**config.mk**
```make
export PLATFORM = sky130hd
export DESIGN_NAME = mc_controller
export DESIGN_NICKNAME = d
export VERILOG_FILES = /design/src/rtl/mips_pkg.sv /design/src/rtl/mc_aludec.sv /design/src/rtl/mc_controller.sv
export SDC_FILE = /design/constraint.sdc
export NUM_CORES = 1
export LEC_CHECK = 0
export CORE_ASPECT_RATIO = 0.8
export CORE_MARGIN = 3
export CORE_UTILIZATION = 43
export DETAILED_ROUTE_END_ITERATION = 10
export GPL_ROUTABILITY_DRIVEN = 0
export GPL_TIMING_DRIVEN = 0
export PLACE_DENSITY = 0.81
export SLEW_MARGIN = 20
export SYNTH_ARGS = -nofsm -noshare
export SYNTH_HDL_FRONTEND = slang
export SYNTH_HIERARCHICAL = 1
export SYNTH_SLANG_ARGS = --single-unit
```
**constraint.sdc**
```tcl
create_clock -name clk -period 2.3 [get_ports clk]
set_clock_uncertainty 0.15 [all_clocks]
set_input_delay 0.345 -clock clk [delete_from_list [all_inputs] [get_ports clk]]
set_output_delay 0.345 -clock clk [all_outputs]
set_load 0.05 [all_outputs]
```
**src/rtl/mips_pkg.sv**
```systemverilog
// Shared MIPS multicycle controller constants: FSM state codes, opcodes, funct codes, ALU codes.
package mips_pkg;

  typedef enum logic [3:0] {
    FETCH    = 4'd0,
    DECODE   = 4'd1,
    MEMADR   = 4'd2,
    MEMRD    = 4'd3,
    MEMWB    = 4'd4,
    MEMWR    = 4'd5,
    RTYPEEX  = 4'd6,
    RTYPEWB  = 4'd7,
    BRANCHEX = 4'd8,
    IMMEX    = 4'd9,
    IMMWB    = 4'd10,
    JEX      = 4'd11
  } state_t;

  localparam logic [5:0] OP_RTYPE = 6'b000000;
  localparam logic [5:0] OP_J     = 6'b000010;
  localparam logic [5:0] OP_BEQ   = 6'b000100;
  localparam logic [5:0] OP_BNE   = 6'b000101;
  localparam logic [5:0] OP_ADDI  = 6'b001000;
  localparam logic [5:0] OP_SLTI  = 6'b001010;
  localparam logic [5:0] OP_ANDI  = 6'b001100;
  localparam logic [5:0] OP_ORI   = 6'b001101;
  localparam logic [5:0] OP_LW    = 6'b100011;
  localparam logic [5:0] OP_SW    = 6'b101011;

  localparam logic [5:0] FN_ADD = 6'b100000;
  localparam logic [5:0] FN_SUB = 6'b100010;
  localparam logic [5:0] FN_AND = 6'b100100;
  localparam logic [5:0] FN_OR  = 6'b100101;
  localparam logic [5:0] FN_SLT = 6'b101010;

  localparam logic [3:0] ALU_AND = 4'b0000;
  localparam logic [3:0] ALU_OR  = 4'b0001;
  localparam logic [3:0] ALU_ADD = 4'b0010;
  localparam logic [3:0] ALU_SUB = 4'b0110;
  localparam logic [3:0] ALU_SLT = 4'b0111;

endpackage

```
**src/rtl/mc_aludec.sv**
```systemverilog
// ALU function and immediate-extension select, decoded from FSM state, opcode and funct.
module mc_aludec
  import mips_pkg::*;
(
  input  logic [3:0] state,
  input  logic [5:0] op,
  input  logic [5:0] funct,
  output logic [3:0] alucontrol,
  output logic       sextend,
  output logic       funct_ok
);

  always_comb begin
    alucontrol = ALU_AND;
    sextend    = 1'b0;
    funct_ok   = 1'b0;
    case (state_t'(state))
      FETCH: alucontrol = ALU_ADD;
      DECODE, MEMADR: begin
        alucontrol = ALU_ADD;
        sextend    = 1'b1;
      end
      RTYPEEX: begin
        funct_ok = 1'b1;
        case (funct)
          FN_ADD:  alucontrol = ALU_ADD;
          FN_SUB:  alucontrol = ALU_SUB;
          FN_AND:  alucontrol = ALU_AND;
          FN_OR:   alucontrol = ALU_OR;
          FN_SLT:  alucontrol = ALU_SLT;
          default: funct_ok   = 1'b0;
        endcase
      end
      BRANCHEX: alucontrol = ALU_SUB;
      IMMEX: begin
        case (op)
          OP_ADDI: begin alucontrol = ALU_ADD; sextend = 1'b1; end
          OP_SLTI: begin alucontrol = ALU_SLT; sextend = 1'b1; end
          OP_ANDI: alucontrol = ALU_AND;
          OP_ORI:  alucontrol = ALU_OR;
          default: alucontrol = ALU_AND;
        endcase
      end
      default: alucontrol = ALU_AND;
    endcase
  end

endmodule

```
**src/rtl/mc_controller.sv**
```systemverilog
// Multicycle MIPS control FSM with memory-wait timeout.
// Define MC_BNE_EN to decode bne as a branch; otherwise bne is an illegal opcode.
module mc_controller
  import mips_pkg::*;
#(
  parameter int TIMEOUT = 255
) (
  input  logic       clk,
  input  logic       reset,
  input  logic [5:0] op,
  input  logic [5:0] funct,
  input  logic       zero,
  input  logic       mem_ready,
  output logic       memreq,
  output logic       pcen,
  output logic       irwrite,
  output logic       regwrite,
  output logic       memwrite,
  output logic       iord,
  output logic       alusrca,
  output logic       regdst,
  output logic       memtoreg,
  output logic       sextend,
  output logic [1:0] alusrcb,
  output logic [1:0] pcsrc,
  output logic [3:0] alucontrol,
  output logic       err,
  output logic [3:0] state
);

  localparam logic [7:0] TMO_LAST = 8'(TIMEOUT - 1);

  state_t     cur, nxt;
  logic [7:0] wcnt;
  logic       waiting, tmo, illegal_op, funct_ok, br_take;

  mc_aludec u_aludec (
    .state      (cur),
    .op         (op),
    .funct      (funct),
    .alucontrol (alucontrol),
    .sextend    (sextend),
    .funct_ok   (funct_ok)
  );

  assign waiting = ((cur == FETCH) || (cur == MEMRD) || (cur == MEMWR)) && !mem_ready;
  assign tmo     = (TIMEOUT != 0) && waiting && (wcnt == TMO_LAST);

`ifdef MC_BNE_EN
  assign br_take = (op == OP_BNE) ? !zero : zero;
`else
  assign br_take = zero;
`endif

  always_comb begin
    nxt        = FETCH;
    illegal_op = 1'b0;
    case (cur)
      FETCH: nxt = mem_ready ? DECODE : FETCH;
      DECODE: begin
        case (op)
          OP_LW, OP_SW:                      nxt = MEMADR;
          OP_RTYPE:                          nxt = RTYPEEX;
          OP_BEQ:                            nxt = BRANCHEX;
`ifdef MC_BNE_EN
          OP_BNE:                            nxt = BRANCHEX;
`endif
          OP_ADDI, OP_SLTI, OP_ANDI, OP_ORI: nxt = IMMEX;
          OP_J:                              nxt = JEX;
          default:                           illegal_op = 1'b1;
        endcase
      end
      MEMADR:  nxt = (op == OP_SW) ? MEMWR : MEMRD;
      MEMRD:   nxt = mem_ready ? MEMWB : MEMRD;
      MEMWR:   nxt = mem_ready ? FETCH : MEMWR;
      RTYPEEX: nxt = funct_ok ? RTYPEWB : FETCH;
      IMMEX:   nxt = IMMWB;
      default: nxt = FETCH;
    endcase
    if (tmo) nxt = FETCH;
  end

  // A timeout in FETCH keeps the state unchanged, so it must clear the counter explicitly.
  always_ff @(posedge clk or negedge reset) begin
    if (!reset) begin
      cur  <= FETCH;
      wcnt <= '0;
    end else begin
      cur <= nxt;
      if (tmo || (nxt != cur)) wcnt <= '0;
      else if (waiting)        wcnt <= wcnt + 8'd1;
    end
  end

  always_comb begin
    memreq   = 1'b0;
    pcen     = 1'b0;
    irwrite  = 1'b0;
    regwrite = 1'b0;
    memwrite = 1'b0;
    iord     = 1'b0;
    alusrca  = 1'b0;
    regdst   = 1'b0;
    memtoreg = 1'b0;
    alusrcb  = 2'b00;
    pcsrc    = 2'b00;
    case (cur)
      FETCH: begin
        memreq  = 1'b1;
        alusrcb = 2'b01;
        irwrite = mem_ready;
        pcen    = mem_ready;
      end
      DECODE: alusrcb = 2'b11;
      MEMADR: begin
        alusrca = 1'b1;
        alusrcb = 2'b10;
      end
      MEMRD: begin
        iord   = 1'b1;
        memreq = 1'b1;
      end
      MEMWB: begin
        memtoreg = 1'b1;
        regwrite = 1'b1;
      end
      MEMWR: begin
        iord     = 1'b1;
        memreq   = 1'b1;
        memwrite = !tmo;
      end
      RTYPEEX: alusrca = 1'b1;
      RTYPEWB: begin
        regdst   = 1'b1;
        regwrite = 1'b1;
      end
      BRANCHEX: begin
        alusrca = 1'b1;
        pcsrc   = 2'b01;
        pcen    = br_take;
      end
      IMMEX: begin
        alusrca = 1'b1;
        alusrcb = 2'b10;
      end
      IMMWB: regwrite = 1'b1;
      JEX: begin
        pcsrc = 2'b10;
        pcen  = 1'b1;
      end
      default: ;
    endcase
  end

  assign err   = reset && (illegal_op || ((cur == RTYPEEX) && !funct_ok) || tmo);
  assign state = cur;

endmodule

```
==> results.cfg, run 1 <==
[run_status]
status = finished, violations left
violations = negative setup slack

[drt]
final_antenna_net_count = 0
firstDrtPassIters = 5
drt_iter0_drc = 127
viasPerCell = 6.28
wire_per_inst_um = 18.8
vias = 1665
drc = 0
wl_mm = 4.99

[worst_setup_path]
required_ns = 1.80
crit_path_max_incr_delay_ns = 0.43
worstPathMaxFanout = 4
path_class = flop to output port
crit_slowest_cell = dfrtp_1
crit_arrival_ns = 1.97
critPathLaunchType = flop
crit_path_end_kind = output port
path_cells = inv_1 -> ha_2 -> nand3_2 -> or3_4 -> nor2_4 -> o31a_4 -> buf_6

[clock_tree]
cts_htree_levels = 1
worstSkewPairLatency_ns = 0.25
cts_max_path_buffers = 2
cts-root-buf = clkbuf_8
cts_buffers = 3
clock_sinks = 12
path_clk_slew_ns = 0.05
cts_tree = yes

[sta]
hold_viol = 0
setup_tns_ns = -1.04
rsz0062_at_grt = true
fmax_mhz = 405
postLayoutSetupSlackWorst_ns = -0.169
relSlewSlack = 0.583
slew_viol_final = 0
worst_pin_slew_ns = 0.624
fin_crit_sh = 1.07
fin_crit_ns = 2.47
setup_viol = 9

[synth]
synth_edf_count = 0
yosys.area.top_type = dfrtp_1
synth_cells = 170
syn_nets = 188
synth_common_cells = nor2_1, nor3_1, dfrtp_1, nand2_1
syn-mean-instance-area_um2 = 7.71
synth-seq-cells = 12
syn_area_um2 = 1310
yosys_warnings = 6
synth.distinct_cells = 54
synthTopCellsByArea = dfrtp_1, nor3_1, nor2_1
synth_top_area_frac = 0.229
synthFlopType = dfrtp_1
synth-async-reset-ratio = 1.00
yosysMostFrequentCell = nor2_1
synth-seq-area-share = 0.229

[global_routing]
grt_antenna_before_repair = 0
overflow = 0
grt_pass1_wl_mm = 7.25
grt_max_degree = 14
track_usage = 0.243
first_global_vias = 1534

[floorplanning]
die_x_um = 67.7
io_pins = 39
die_h_um = 55.4
rows = 17
core_area_um2 = 2830
die-area_um2 = 3750
start_util = 0.463

[finish]
diodes = 0
syn_to_final_growth_pct = 65.1
final.fill_count = 179
finalNetCount = 246
drive_above_1_share = 0.405
fin_util = 0.765
fin_area_um2 = 2160

[placed_design]
dpl.hpwl_mm = 2.94
port_buffers = 36
place_ws_ns = -0.855
postPlaceCellArea_um2 = 1800

[power_and_ir_drop]
leakagePower_uw = 0.000869
max-vdd-ir-drop_uv = 746
powerDensity_nw_per_um2 = 981

[flow_run]
cap_violations = 0

[hold_path]
hp-class = input pin to asynchronous set/reset pin
-- registers in the layout, indices dropped and copies added, names as in the netlist --
| name | count |
|---|---|
| state | 4 |
| wcnt | 8 |
-- cells in the final DEF, fill, tap and decap left out, types with 8 or more instances in the layout --
master         Yosys  final
nor2_1            21     18
buf_4              1     20
inv_1              8      8
nor3_1            20     10
dfrtp_1           12      8
dlygate4sd2_1      0     10
nand2_1           12     12
-- layout make-up --
class                           instances  area (um2)  area share
Sequential cell                        12         305       0.141
Timing Repair Buffer                   53         458       0.212
Tap cell                               38        47.5      0.0220
Clock buffer                            4        45.0      0.0208
Multi-Input combinational cell        141        1190       0.550
Inverter                                8        30.0      0.0139
Buffer                                  9        87.6      0.0405
-- stage by stage --
step                      hold slack, ns  instances  power [uW]
after floorplan                   -0.101        170        1260
after global placement             0.399        244        1590
after detailed placement           0.401        244        1610
after CTS                          0.351        259        1910
after global routing               0.390        265        2220
final                              0.337        265        2120
-- logic make-up after synthesis --
| group | Yosys count | share of synthesized area |
|---|---|---|
| flops | 12 | 0.229 |
| compound gates | 33 | 0.196 |
| mux | 3 | 0.0239 |
| xor+xnor | 10 | 0.0669 |
| buf+inv | 17 | 0.0611 |
| other cells | 1 | 0.00286 |
| fa+ha+maj | 3 | 0.0267 |
| simple gates | 91 | 0.394 |
-- what timing repair did --
item                       CTS  global route
gates cloned                 0             1
resized for setup          114            38
hold buffers                 0             0
pin swaps                   11             4
buffers inserted            11             5
setup endpoints to repair   26            21
-- final timing paths --
check                                     from             endpoint  slack [ns]  cells past startpoint
max                        wcnt[0]$_DFFE_PN0P_                  err       -0.17                      7
min                                      reset  wcnt[4]$_DFFE_PN0P_        0.34                      1
max reg2reg                 state[1]$_DFF_PN0_  wcnt[7]$_DFFE_PN0P_       -0.16                      9
min reg2reg                wcnt[5]$_DFFE_PN0P_  wcnt[5]$_DFFE_PN0P_        0.44                      2
max in group asynchronous                reset   state[2]$_DFF_PN0_        1.22                      1
min in group clk           wcnt[5]$_DFFE_PN0P_  wcnt[5]$_DFFE_PN0P_        0.44                      2
-- report_power, final --
group	switching (uW)	leakage, uW	internal (uW)
Clock	81.5	0.0000228	122
Sequential	64.8	0.000158	244
Combinational	1010	0.000688	595
Total	1160	0.000869	962
-- critical path, delay by kind of cell (launching register included) --
kind                       cells  cell delay [ns]
DFF                            1             0.43
AOI/OAI and AO/OA              1             0.18
buffers and inverters          2             0.24
adders and majority gates      1             0.18
and+or+nand+nor                3             0.70
-- routing by layer --
metal / GRT usage / vias to the layer above / wire length, um
met2: 0.363 / 130 / 2460
met4: 0.0896 / 0 / 144
met1: 0.343 / 763 / 1890
li1: - / 749 / -
met5: 0 / - / 0
met3: 0.0447 / 23 / 494
Note: power is estimated with default switching activity, not from simulation.
==> inputs of run 2 (changes only) <==
Settings changed: SETUP_SLACK_MARGIN set to 0.1.
==> run 2 against run 1 <==
  * The run still ends with negative setup slack left
  * Routed wire length up 14%
  * Global-route usage up 3.8 points
  * Final cell count up 5.7%
  * Setup slack better by 0.032 ns
  * Combinational power up 18%
  * Power up 15%
  * Core utilization up 8.3 points
  * Via count up 8.8%
==> results.cfg, run 2 (synthesis results as in run 1) <==
[run_status]
status = finished, violations left
violations = negative setup slack

[finish]
final.fill_count = 136
layout_commonest_cell = buf_4
diodes = 0
register_area_um2 = 308
top_register = wcnt
largest_register_ffs = 8
fin_util = 0.848
finalNetCount = 261
layout_common_cells = buf_4, nor2_1, buf_6, nand2_1, dlygate4sd2_1
drive_above_1_share = 0.508
multiInputGateArea_um2 = 1280
syn_to_final_growth_pct = 83.1

[drt]
firstDrtPassIters = 5
final_antenna_net_count = 0
wl_mm = 5.69
wire_per_inst_um = 20.3
viasPerCell = 6.47
vias = 1812
drc = 0
drt_iter0_drc = 190

[power_and_ir_drop]
powerDensity_nw_per_um2 = 1020
leakagePower_uw = 0.000975
max-vdd-ir-drop_uv = 785

[clock_tree]
cts-root-buf = clkbuf_8
clock_sinks = 12
cts_max_path_buffers = 2
cts_hold_repair.buffers = 0
path_clk_slew_ns = 0.05
worstSkewPairLatency_ns = 0.24
cts_htree_levels = 1
cts_buffers = 3
cts_tree = yes

[sta]
worst_pin_slew_ns = 0.594
hold_viol = 0
postLayoutSetupSlackWorst_ns = -0.137
slew_viol_final = 0
fin_crit_sh = 1.06
fin_crit_ns = 2.44
rsz0062_at_grt = true
setup_tns_ns = -1.06
relSlewSlack = 0.602
fmax_mhz = 410
setup_viol = 11

[floorplanning]
die_h_um = 55.4
start_util = 0.463
die_x_um = 67.7
core_area_um2 = 2830
io_pins = 39
rows = 17
die-area_um2 = 3750

[worst_setup_path]
crit_path_end_kind = output port
critPathLaunchType = flop
path_class = flop to output port
ff2ff_path_depth = 9
crit_arrival_ns = 1.94
worstPathMaxFanout = 5
required_ns = 1.80

[global_routing]
grt_pass1_wl_mm = 8.27
globalRouteMet1Util = 0.408
track_usage = 0.281
gr-usage-met3 = 0.0528
grt_antenna_before_repair = 0
met2_usage = 0.422
first_global_vias = 1654
busiest_layer = met2
grt_max_degree = 14
overflow = 0

[hold_path]
hp-class = input pin to asynchronous set/reset pin

[flow_run]
cap_violations = 0

[placed_design]
port_buffers = 36
place_ws_ns = -0.929
dpl.hpwl_mm = 2.89
-- run 2: cell count changes in the layout (fill, tap and decap cells not counted), sizes merged --
cell / change
buf: +21
clkbuf: -1
clkdlybuf4s15: -3
clkdlybuf4s50: +1
dlymetal6s2s: -3
-- run 2: final timing paths --
| path | start | endpoint | slack [ns] |
|---|---|---|---|
| worst max-delay path | state[1]$_DFF_PN0_ | err | -0.14 |
| worst min-delay path | reset | wcnt[6]$_DFFE_PN0P_ | 0.33 |
| worst max register to register | state[1]$_DFF_PN0_ | wcnt[3]$_DFFE_PN0P_ | -0.14 |
| worst min register to register | wcnt[7]$_DFFE_PN0P_ | wcnt[7]$_DFFE_PN0P_ | 0.43 |
| max in group asynchronous | reset | state[0]$_DFF_PN0_ | 1.22 |
| min in group clk | wcnt[7]$_DFFE_PN0P_ | wcnt[7]$_DFFE_PN0P_ | 0.43 |
-- run 2: area by class of cell --
cell class / instances / share of cell area
tap: 38 / 0.0198
clock buffer: 4 / 0.0230
sequential: 12 / 0.128
buffer: 9 / 0.0381
multi-input combinational: 141 / 0.535
inverter: 8 / 0.0125
timing repair buffer: 68 / 0.243
-- run 2: where the power goes --
group | switching, uW | leakage (uW) | internal (uW)
sequential | 71.8 | 0.000158 | 249
clock | 78.9 | 0.0000288 | 151
combinational | 1100 | 0.000788 | 793
-- run 2: critical path: stages, from the launching register on --
cell and delay, ns:
dfrtp_2 0.46, buf_8 0.17, xnor2_4 0.13, a22oi_2 0.27, nor2_4 0.06, buf_6 0.13, o31a_4 0.32, buf_8 0.15
-- run 2: per-stage QoR --
stage	instances	hold WS [ns]	cell area (um2)	power, uW
floorplan	170	-0.101	1430	1290
global placement	244	0.403	1830	1620
detailed placement	244	0.399	1830	1640
CTS	269	0.342	2110	2050
global route	280	0.372	2400	2550
finish	280	0.329	2400	2450
-- run 2: what timing repair did --
| item | 4_1_cts | 5_1_grt |
|---|---|---|
| gates cloned | 1 | 0 |
| pin swaps | 12 | 16 |
| gates resized for setup | 130 | 62 |
| setup buffers | 20 | 11 |
| setup endpoints to repair | 26 | 25 |
-- run 2: metal layers --
layer,vias up,wire length (um)
met5,-,0
met4,0,178
met3,24,746
met2,155,2480
met1,851,2280
li1,782,-
